File: config.mk
export PLATFORM = sky130hd
export DESIGN_NAME = reg_dump_text_writer_flat
export DESIGN_NICKNAME = d
export VERILOG_FILES = /design/src/rtl/reg_dump_text_writer_if.sv /design/src/rtl/reg_dump_text_writer.sv /design/src/flat_wrapper.sv
export SDC_FILE = /design/constraint.sdc
export NUM_CORES = 1
export LEC_CHECK = 0
export ABC_AREA = 0
export BUFFER_PORTS_ARGS = -buffer_cell sky130_fd_sc_hd__buf_2
export CAP_MARGIN = 20
export CORE_MARGIN = 3
export CORE_UTILIZATION = 45
export DETAILED_ROUTE_END_ITERATION = 6
export PLACE_DENSITY = 0.77
export SYNTH_ARGS = -nofsm -noshare
export SYNTH_HDL_FRONTEND = slang
export SYNTH_SLANG_ARGS = --single-unit
File: constraint.sdc
create_clock -name clk -period 4 [get_ports clk]
set_clock_uncertainty 0.1 [all_clocks]
set_input_delay 0.4 -clock clk [delete_from_list [all_inputs] [get_ports clk]]
set_output_delay 0.4 -clock clk [all_outputs]
set_load 0.01 [all_outputs]
File: src/rtl/reg_dump_text_writer_if.sv
// Text-buffer write port of the register dump writer.
// Handshake: the master holds txt_addr/txt_data stable with txt_we high
// until a cycle where txt_ready is also high; that cycle is the one transfer.
interface reg_dump_text_writer_if #(
   parameter int TXT_AW = 13
) ();
   logic [TXT_AW-1:0] txt_addr;
   logic [7:0]        txt_data;
   logic              txt_we;
   logic              txt_ready;

   modport master (
      output txt_addr,
      output txt_data,
      output txt_we,
      input  txt_ready
   );

   modport slave (
      input  txt_addr,
      input  txt_data,
      input  txt_we,
      output txt_ready
   );
endinterface

File: src/rtl/reg_dump_text_writer.sv
// Register dump text writer: walks the register file through a one-cycle
// latency read port and writes each register as upper-case hex ASCII into
// the VGA text buffer, followed by a PC marker column character.
// Optional build macro REG_DUMP_LABEL_EN adds an "Rnn:" label before the hex
// digits of every row.
module reg_dump_text_writer #(
   parameter int NUM_REGS   = 32,
   parameter int DATA_W     = 32,
   parameter int COLS       = 80,
   parameter int TXT_AW     = 13,
   parameter int ROW_BASE   = 2,
   parameter int COL_BASE   = 10,
   parameter int MARKER_COL = 28,
   parameter int REG_AW     = 5
) (
   input  logic                   clk,
   input  logic                   rst,
   input  logic                   start,
   input  logic [31:0]            pc,
   output logic                   busy,
   output logic                   done,
   output logic [REG_AW-1:0]      reg_addr,
   input  logic [DATA_W-1:0]      reg_data,
   reg_dump_text_writer_if.master txt,
   output logic [2:0]             dbg_state_o
);

   localparam int DIGITS = DATA_W / 4;
   // Digit counter also counts the 4 label characters, so keep at least 2 bits.
   localparam int D_W    = (DIGITS > 4) ? $clog2(DIGITS) : 2;

   typedef enum logic [2:0] {
      ST_IDLE,
      ST_ADDR,
      ST_CAPT,
`ifdef REG_DUMP_LABEL_EN
      ST_LABEL,
`endif
      ST_DIGIT,
      ST_MARK,
      ST_DONE
   } state_t;

   state_t              state_q, state_d;
   logic [REG_AW-1:0]   idx_q, idx_d;
   logic [D_W-1:0]      d_q, d_d;
   logic [DATA_W-1:0]   data_q, data_d;
   logic [31:0]         mark_q, mark_d;

   logic [TXT_AW-1:0]   row_addr;
   logic [3:0]          nibble;
   logic [7:0]          hex_char;
`ifdef REG_DUMP_LABEL_EN
   logic [REG_AW-1:0]   tens;
   logic [REG_AW-1:0]   ones;
`endif

   assign dbg_state_o = 3'(state_q);

   // State and datapath registers; reset also abandons any in-flight write.
   always_ff @(posedge clk) begin
      if (rst) begin
         state_q <= ST_IDLE;
         idx_q   <= '0;
         d_q     <= '0;
         data_q  <= '0;
         mark_q  <= '0;
      end else begin
         state_q <= state_d;
         idx_q   <= idx_d;
         d_q     <= d_d;
         data_q  <= data_d;
         mark_q  <= mark_d;
      end
   end

   // Character helpers: row start address, current hex digit (MSB first).
   always_comb begin
      row_addr = (TXT_AW'(ROW_BASE) + TXT_AW'(idx_q)) * TXT_AW'(COLS);
      nibble   = '0;
      for (int i = 0; i < DIGITS; i++) begin
         if (D_W'(DIGITS - 1 - i) == d_q) begin
            nibble = data_q[i*4 +: 4];
         end
      end
      if (nibble < 4'd10) begin
         hex_char = 8'h30 + {4'h0, nibble};
      end else begin
         hex_char = 8'h37 + {4'h0, nibble};
      end
`ifdef REG_DUMP_LABEL_EN
      tens = idx_q / REG_AW'(10);
      ones = idx_q % REG_AW'(10);
`endif
   end

   // Next-state and output decode; outputs freeze while a write is stalled.
   always_comb begin
      state_d      = state_q;
      idx_d        = idx_q;
      d_d          = d_q;
      data_d       = data_q;
      mark_d       = mark_q;
      busy         = (state_q != ST_IDLE);
      done         = 1'b0;
      reg_addr     = '0;
      txt.txt_we   = 1'b0;
      txt.txt_addr = '0;
      txt.txt_data = '0;

      case (state_q)
         ST_IDLE: begin
            if (start) begin
               mark_d  = pc >> 2;
               idx_d   = '0;
               state_d = ST_ADDR;
            end
         end

         ST_ADDR: begin
            reg_addr = idx_q;
            state_d  = ST_CAPT;
         end

         ST_CAPT: begin
            // Register 0 is architecturally zero whatever the port returns.
            data_d = (idx_q == '0) ? '0 : reg_data;
            d_d    = '0;
`ifdef REG_DUMP_LABEL_EN
            state_d = ST_LABEL;
`else
            state_d = ST_DIGIT;
`endif
         end

`ifdef REG_DUMP_LABEL_EN
         ST_LABEL: begin
            txt.txt_we   = 1'b1;
            txt.txt_addr = row_addr + TXT_AW'(COL_BASE - 4) + TXT_AW'(d_q);
            case (d_q[1:0])
               2'd0:    txt.txt_data = 8'h52;
               2'd1:    txt.txt_data = 8'h30 + 8'(tens);
               2'd2:    txt.txt_data = 8'h30 + 8'(ones);
               default: txt.txt_data = 8'h3A;
            endcase
            if (txt.txt_ready) begin
               if (d_q == D_W'(3)) begin
                  d_d     = '0;
                  state_d = ST_DIGIT;
               end else begin
                  d_d = d_q + D_W'(1);
               end
            end
         end
`endif

         ST_DIGIT: begin
            txt.txt_we   = 1'b1;
            txt.txt_addr = row_addr + TXT_AW'(COL_BASE) + TXT_AW'(d_q);
            txt.txt_data = hex_char;
            if (txt.txt_ready) begin
               if (d_q == D_W'(DIGITS - 1)) begin
                  d_d     = '0;
                  state_d = ST_MARK;
               end else begin
                  d_d = d_q + D_W'(1);
               end
            end
         end

         ST_MARK: begin
            txt.txt_we   = 1'b1;
            txt.txt_addr = row_addr + TXT_AW'(MARKER_COL);
            // An out-of-range PC index never matches, so no row is marked.
            txt.txt_data = (mark_q == 32'(idx_q)) ? 8'h7F : 8'h20;
            if (txt.txt_ready) begin
               if (idx_q == REG_AW'(NUM_REGS - 1)) begin
                  state_d = ST_DONE;
               end else begin
                  idx_d   = idx_q + REG_AW'(1);
                  state_d = ST_ADDR;
               end
            end
         end

         ST_DONE: begin
            done    = 1'b1;
            state_d = ST_IDLE;
         end

         default: begin
            state_d = ST_IDLE;
         end
      endcase
   end

endmodule

File: src/flat_wrapper.sv
// flat-port wrapper written by rule: the top's interface ports become plain ports
module reg_dump_text_writer_flat 
#(
   parameter int NUM_REGS   = 32,
   parameter int DATA_W     = 32,
   parameter int COLS       = 80,
   parameter int TXT_AW     = 13,
   parameter int ROW_BASE   = 2,
   parameter int COL_BASE   = 10,
   parameter int MARKER_COL = 28,
   parameter int REG_AW     = 5
)
  (clk, rst, start, pc, busy, done, reg_addr, reg_data, dbg_state_o, txt_txt_addr, txt_txt_data, txt_txt_we, txt_txt_ready);
  reg_dump_text_writer_if #(.TXT_AW(TXT_AW)) txt_i ();
  input  logic clk;
  input  logic rst;
  input  logic start;
  input  logic [31:0] pc;
  output logic busy;
  output logic done;
  output logic [REG_AW-1:0] reg_addr;
  input  logic [DATA_W-1:0] reg_data;
  output logic [2:0] dbg_state_o;
  output wire logic [$bits(txt_i.txt_addr)-1:0] txt_txt_addr;
  output wire logic [$bits(txt_i.txt_data)-1:0] txt_txt_data;
  output wire logic [$bits(txt_i.txt_we)-1:0] txt_txt_we;
  input wire logic [$bits(txt_i.txt_ready)-1:0] txt_txt_ready;
  assign txt_txt_addr = txt_i.txt_addr;
  assign txt_txt_data = txt_i.txt_data;
  assign txt_txt_we = txt_i.txt_we;
  assign txt_i.txt_ready = txt_txt_ready;
  reg_dump_text_writer #(.NUM_REGS(NUM_REGS), .DATA_W(DATA_W), .COLS(COLS), .TXT_AW(TXT_AW), .ROW_BASE(ROW_BASE), .COL_BASE(COL_BASE), .MARKER_COL(MARKER_COL), .REG_AW(REG_AW)) u_core (.clk(clk), .rst(rst), .start(start), .pc(pc), .busy(busy), .done(done), .reg_addr(reg_addr), .reg_data(reg_data), .txt(txt_i), .dbg_state_o(dbg_state_o));
endmodule
-- Yosys cells after proc, flatten, opt, wreduce, memory -nomap -nowiden
Index checks and enable logic that the tools add are counted.
- register bits after elaboration: 73
- latch bits: 0
- memory bits (writable): 0
- bits in read-only memories: 0
- input bits: 68
- output and inout port bits: 32
- memories: 0
- $add $sub $neg: 8
- multiply operators: 1
- divide/modulo/power cells: 0
- $lt $le $gt $ge: 1
- eq/ne operators: 20
- shift operators: 0
- multiplexer cells: 29
- bitwise operators: 0
- reduce and logical (&&, ||, !) cells: 11
- operator list (operator ; count):
    32-bit 2-to-1 mux ; 1
    4-bit 2-to-1 mux ; 8
    30-bit by 5-bit equality test with 1-bit output ; 1
    13-bit case mux with 2 select lines ; 1
    3-bit 2-to-1 mux ; 7
    5-bit 2-to-1 mux ; 4
    8-bit case mux with 2 select lines ; 1
    3-bit case mux with 5 select lines ; 1
    6-bit by 4-bit adder with 7-bit output, first input constant ; 2
    13-bit by 3-bit adder with 13-bit output ; 1
    13-bit by 4-bit adder with 13-bit output, second input constant ; 1
    13-bit by 5-bit adder with 13-bit output, second input constant ; 1
    13-bit by 3-bit multiplier with 9-bit output, second input constant ; 1
    3-bit equality test, first input constant ; 4
    5-bit case mux with 2 select lines ; 1
    3-bit equality test, second input constant ; 3
    8-bit 2-to-1 mux ; 1
    2-bit inequality test, second input constant ; 4
    4-bit AND reduction ; 2
    7-bit 2-to-1 mux ; 1
    2-bit by 5-bit adder with 6-bit output, first input constant ; 1
    2-bit by 3-bit equality test with 1-bit output, first input constant ; 2
    3-bit by 2-bit equality test with 1-bit output, second input constant ; 2
    3-bit zero test ; 2
    14 further kinds ; 17

-- Longest topological paths before layout
- word-level depth: 12
- gate-level depth with buffers: 13
- gate-level depth less buffers: 11

-- Least setup slack after synthesis
Ideal clock, no wire load.
- path kind: flip-flop to output port
- start: reg u_core.idx_q[1]
- end: out txt_txt_addr[11]
- data arrival time: 2784 ps
- required time: 3500 ps
- path slack: 716 ps
- stages on the path, launching flop included: 12
- buffers on the path: 1
- cells stage by stage: dfxtp_1 > clkbuf_1 > nand3_1 > xnor2_1 > ha_1 > ha_1 > a21o_1 > a21oi_1 > xnor2_1 > nand4_1 > nand2b_1 > a221oi_1
- word-level cells in the longest chain between the ends: 5
- elaborated cells between the ends (all ways): 6
- those cells by class: 4 x add/sub; 1 x mul; 1 x mux
- RTL lines (element ; line ; text):
    start: declaration ; reg_dump_text_writer.sv:45 ; logic [REG_AW-1:0] idx_q, idx_d;
    start signal: assignment ; reg_dump_text_writer.sv:70 ; idx_q <= idx_d;
    2-bit by 5-bit adder with 6-bit output (*) ; reg_dump_text_writer.sv:79 ; row_addr = (TXT_AW'(ROW_BASE) + TXT_AW'(idx_q)) * TXT_AW'(COLS);
    13-bit by 3-bit multiplier with 9-bit output (*) ; reg_dump_text_writer.sv:79 ;
    13-bit by 4-bit adder with 13-bit output ; reg_dump_text_writer.sv:159 ; txt.txt_addr = row_addr + TXT_AW'(COL_BASE) + TXT_AW'(d_q);
    13-bit by 3-bit adder with 13-bit output ; reg_dump_text_writer.sv:159 ;
    13-bit case mux with 2 select lines (*) ; reg_dump_text_writer.sv:111 ; case (state_q)
    end: declaration ; flat_wrapper.sv:24 ; output wire logic [$bits(txt_i.txt_addr)-1:0] txt_txt_addr;
Mark *: on every way between the ends. The rest lies on a longest branch, timed or not.

-- Worst setup path after layout
- start: reg u_core.d_q[1]
- end: out txt_txt_data[6]
- word-level cells in the longest chain between the ends: 12
- elaborated cells between the ends (all ways): 21
- those cells by class: 2 x add/sub; 1 x order compare; 7 x eq/ne; 10 x mux; 1 x reduce/logical
- RTL lines (element ; line ; text):
    start: declaration ; reg_dump_text_writer.sv:46 ; logic [D_W-1:0] d_q, d_d;
    start signal: assignment ; reg_dump_text_writer.sv:65 ; d_q <= '0;
    start signal: assignment ; reg_dump_text_writer.sv:71 ; d_q <= d_d;
    3-bit equality test ; reg_dump_text_writer.sv:82 ; if (D_W'(DIGITS - 1 - i) == d_q) begin
    4-bit 2-to-1 mux (7 in series) ; reg_dump_text_writer.sv:82 ;
    4-bit 2-to-1 mux (*) ; reg_dump_text_writer.sv:82 ;
    6-bit by 4-bit adder with 7-bit output, or another cell as far along ; reg_dump_text_writer.sv:89 ; hex_char = 8'h37 + {4'h0, nibble};
    8-bit 2-to-1 mux (*) ; reg_dump_text_writer.sv:86 ; if (nibble < 4'd10) begin
    8-bit case mux with 2 select lines (*) ; reg_dump_text_writer.sv:111 ;
    end: declaration ; flat_wrapper.sv:25 ; output wire logic [$bits(txt_i.txt_data)-1:0] txt_txt_data;
Marked as above.

==> metrics <==
status=complete, no violations; clk sink count=73; Site Rows=34; die width=101 µm; Ports=100; drt pass-1 iters=5; root buf cell=clkbuf_8; ANT nets after route=0; Worst VDD drop=0.000269 V; Hold Path Origin=pc[5]; fin crit share=0.945; CTS Buf Count=9; WL final=10,600 µm; minimum clock period=3.78 ns; crit-path cells=inv_1, ha_2, buf_4, nand3b_1, a21o_1, a2111o_1, and2_4, ha_1, a21o_2, a211o_1, nand2_1, buf_2; Post-Syn Area=approximately 4000 µm²; GRT Residual Overflow=0; Startpoint Class=register; Vias/cell=5.59; area grow syn2layout=19.9%; Post-DP Area=between 4000 and 5000 µm²; Nets=roughly 690; TritonCTS clock tree=done; Leak=2.12 nW; first-pass GRT wire length=roughly 17,000 µm; Synth cell types=between 60 and 70; kind of critical path=register to output port; cts hold-fix bufs=0; later-pin clock latency in the skew report=about 0.35 ns; Fmax achieved=between 200 and 300 MHz; pwr/cell area=approximately 380 nW/µm²; M1 GR Usage=0.281; share of layout cells above drive strength 1=0.236; CP top delay family=compound AO/OA/AOI/OAI gates; clk slew on worst S/H paths=~0.08 ns; routed length per placed instance=14.9 µm; Post-synth EDFFs=0; crit end category=output port; H-Tree Depth=3; first-iteration detailed-routing DRC count=between 200 and 250; Rel. slew slack=0.339; pin count of the biggest net entering global routing=38; Ys Warns=0; register bit total from synthesis=between 70 and 80; Psw=~550 µW; sequential share of power=0.433; Slew Viols, Final=0; # diodes=0; worst-case clock buffer depth=2; top-count cell post-synth=nand2_1; most used routing layer=met2; die area=10,200 µm²; global-route usage over all layers=0.208; critical path's slowest cell=dfxtp_1; Final Hold Vio Count=0; slowest stage delay, CP=~0.47 ns; DR vias=~4,000; GR Layer Usage met2=0.336; Clock Power Share=0.376; initial antenna violation count=0; switching part of the total=0.295; Syn Nets=between 600 and 700; met3 Usage GRT=0.0339; Int Pwr=1.32 mW; Arr. time, crit path=around 3.3 ns; Max Fanout on Critical Path=12; RePlAce Congestion=roughly 0.84; endpoints failing setup=0; post-route DRC violation count=0; Die Ht=between 100 and 150 µm; register area share after synthesis=0.359; top-area cell type share of the netlist area=0.359; fin area=4880 µm²; Syn Inst Count=about 520; Critical Path Source=u_core.d_q[1]$_SDFFE_PP0P_; Core Box Area=8760 µm²; maxcap violations=0; ranking of synthesized cells by area=dfxtp_1 (36%), nand2_1 (7.8%), ha_1 (6.8%), a22oi_1 (6.1%), a21oi_1 (5.9%); Buffers on Ports=96; crit path buf inv count=3; Initial Util=0.464; Hold Path Class=input port to register; Post-synth top cells=nand2_1 (85), dfxtp_1 (73), nor2_1 (60); Worst-Margin Slew=roughly 0.99 ns; Setup TNS=0 ns; share of synthesized registers carrying an async set or reset=0; Reg2Reg Launch Point=u_core.dbg_state_o[1]$_SDFFE_PP0P_; Yosys top cell by area=dfxtp_1; required time of the critical path=3.50 ns; Most used DFF post-synth=dfxtp_1; Comb pwr share=0.192; Mapped Avg Cell Area=7.78 µm²; HPWL after DPL=7570 µm; number of global-route vias before repair=3,651
==> power groups by stage <==
stage | combinational, mW | clock [mW] | sequential [mW]
finish | 0.359 | 0.703 | 0.810
global route | 0.402 | 0.746 | 0.816
CTS | 0.351 | 0.715 | 0.810
detailed placement | 0.349 | 0 | 0.827
global placement | 0.338 | 0 | 0.824
floorplan | 0.259 | 0 | 0.809
==> layer usage <==
layer	routed length, µm	share of wire	vias to the layer above
met4	150	0.014	0
met5	0	0	-
met3	477	0.045	10
met2	5080	0.48	97
met1	4840	0.46	1875
li1	-	-	1988
==> layout make-up <==
class / count / area, µm²
Inverter: 11 / 41.3
Multi-Input combinational cell: 398 / 2430
Clock buffer: 10 / 128
Fill cell: 850 / 3890
Clock inverter: 6 / 114
Timing Repair Buffer: 104 / 561
Sequential cell: 73 / 1470
Tap cell: 108 / 135
==> timing repair <==
item	4_1_cts	5_1_grt
setup endpoints to repair	0	5
hold endpoints to repair	0	0
setup buffers	0	1
gates resized for setup	0	14
==> logic make-up after synthesis <==
logic type / share of synthesized area
and+or+nand+nor: 0.252
AOI/OAI and AO/OA: 0.226
DFF: 0.359
buffers and inverters: 0.0560
adders and majority gates: 0.0726
xor gates and xnor gates: 0.0301
other: 0.000922
muxes: 0.00277
==> per-stage QoR <==
stage / std cells / util / hold slack, ns / power [mW] / setup slack (ns)
4_1_cts: 708 / 0.548 / 0.164 / 1.88 / 0.0116
2_1_floorplan: 523 / - / 0.331 / 1.07 / 0.716
5_1_grt: 710 / 0.556 / 0.180 / 1.96 / -0.0157
6_report: 710 / 0.556 / 0.179 / 1.87 / 0.218
3_3_place_gp: 691 / 0.518 / 0.339 / 1.16 / 0.503
3_5_place_dp: 692 / 0.520 / 0.347 / 1.18 / 0.428
==> flip-flops by register name, indices dropped and copies added (netlist names) <==
name                flops
u_core.data_q          32
u_core.dbg_state_o      3
u_core.idx_q            5
u_core.mark_q          30
u_core.d_q              3
==> final timing paths <==
| check | slack (ns) | endpoint | cells past startpoint |
|---|---|---|---|
| hold / removal | 0.18 | u_core.mark_q[3]$_SDFFE_PP0P_ | 3 |
| setup / recovery | 0.22 | txt_txt_data[6] | 12 |
| hold reg to reg | 0.36 | u_core.mark_q[29]$_SDFFE_PP0P_ | 2 |
| setup reg to reg | 1.45 | u_core.idx_q[3]$_SDFFE_PP0P_ | 6 |
==> layout by cell type, fill, tap and decap left out, types with 7 or more instances in the layout <==
| cell type | synthesis | routed |
|---|---|---|
| nand3_1 | 11 | 11 |
| ha_1 | 22 | 18 |
| clkbuf_8 | 0 | 9 |
| nor2_1 | 60 | 58 |
| a21oi_1 | 48 | 48 |
| o21ai_0 | 17 | 17 |
| inv_1 | 10 | 10 |
| nand2_1 | 85 | 85 |
| buf_2 | 4 | 96 |
| dfxtp_1 | 73 | 70 |
| a22oi_1 | 33 | 33 |
| nor3_1 | 7 | 7 |
| xor2_1 | 10 | 8 |
==> worst register-to-register path: stages, from the launching register on <==
cell     delay, ns
dfxtp_1       0.57
nor3_1        0.13
nand2_1       0.75
o21ai_0       0.47
nand3_1       0.22
xor2_1        0.16
nor3_1        0.05
(Power assumes the default switching activity.)
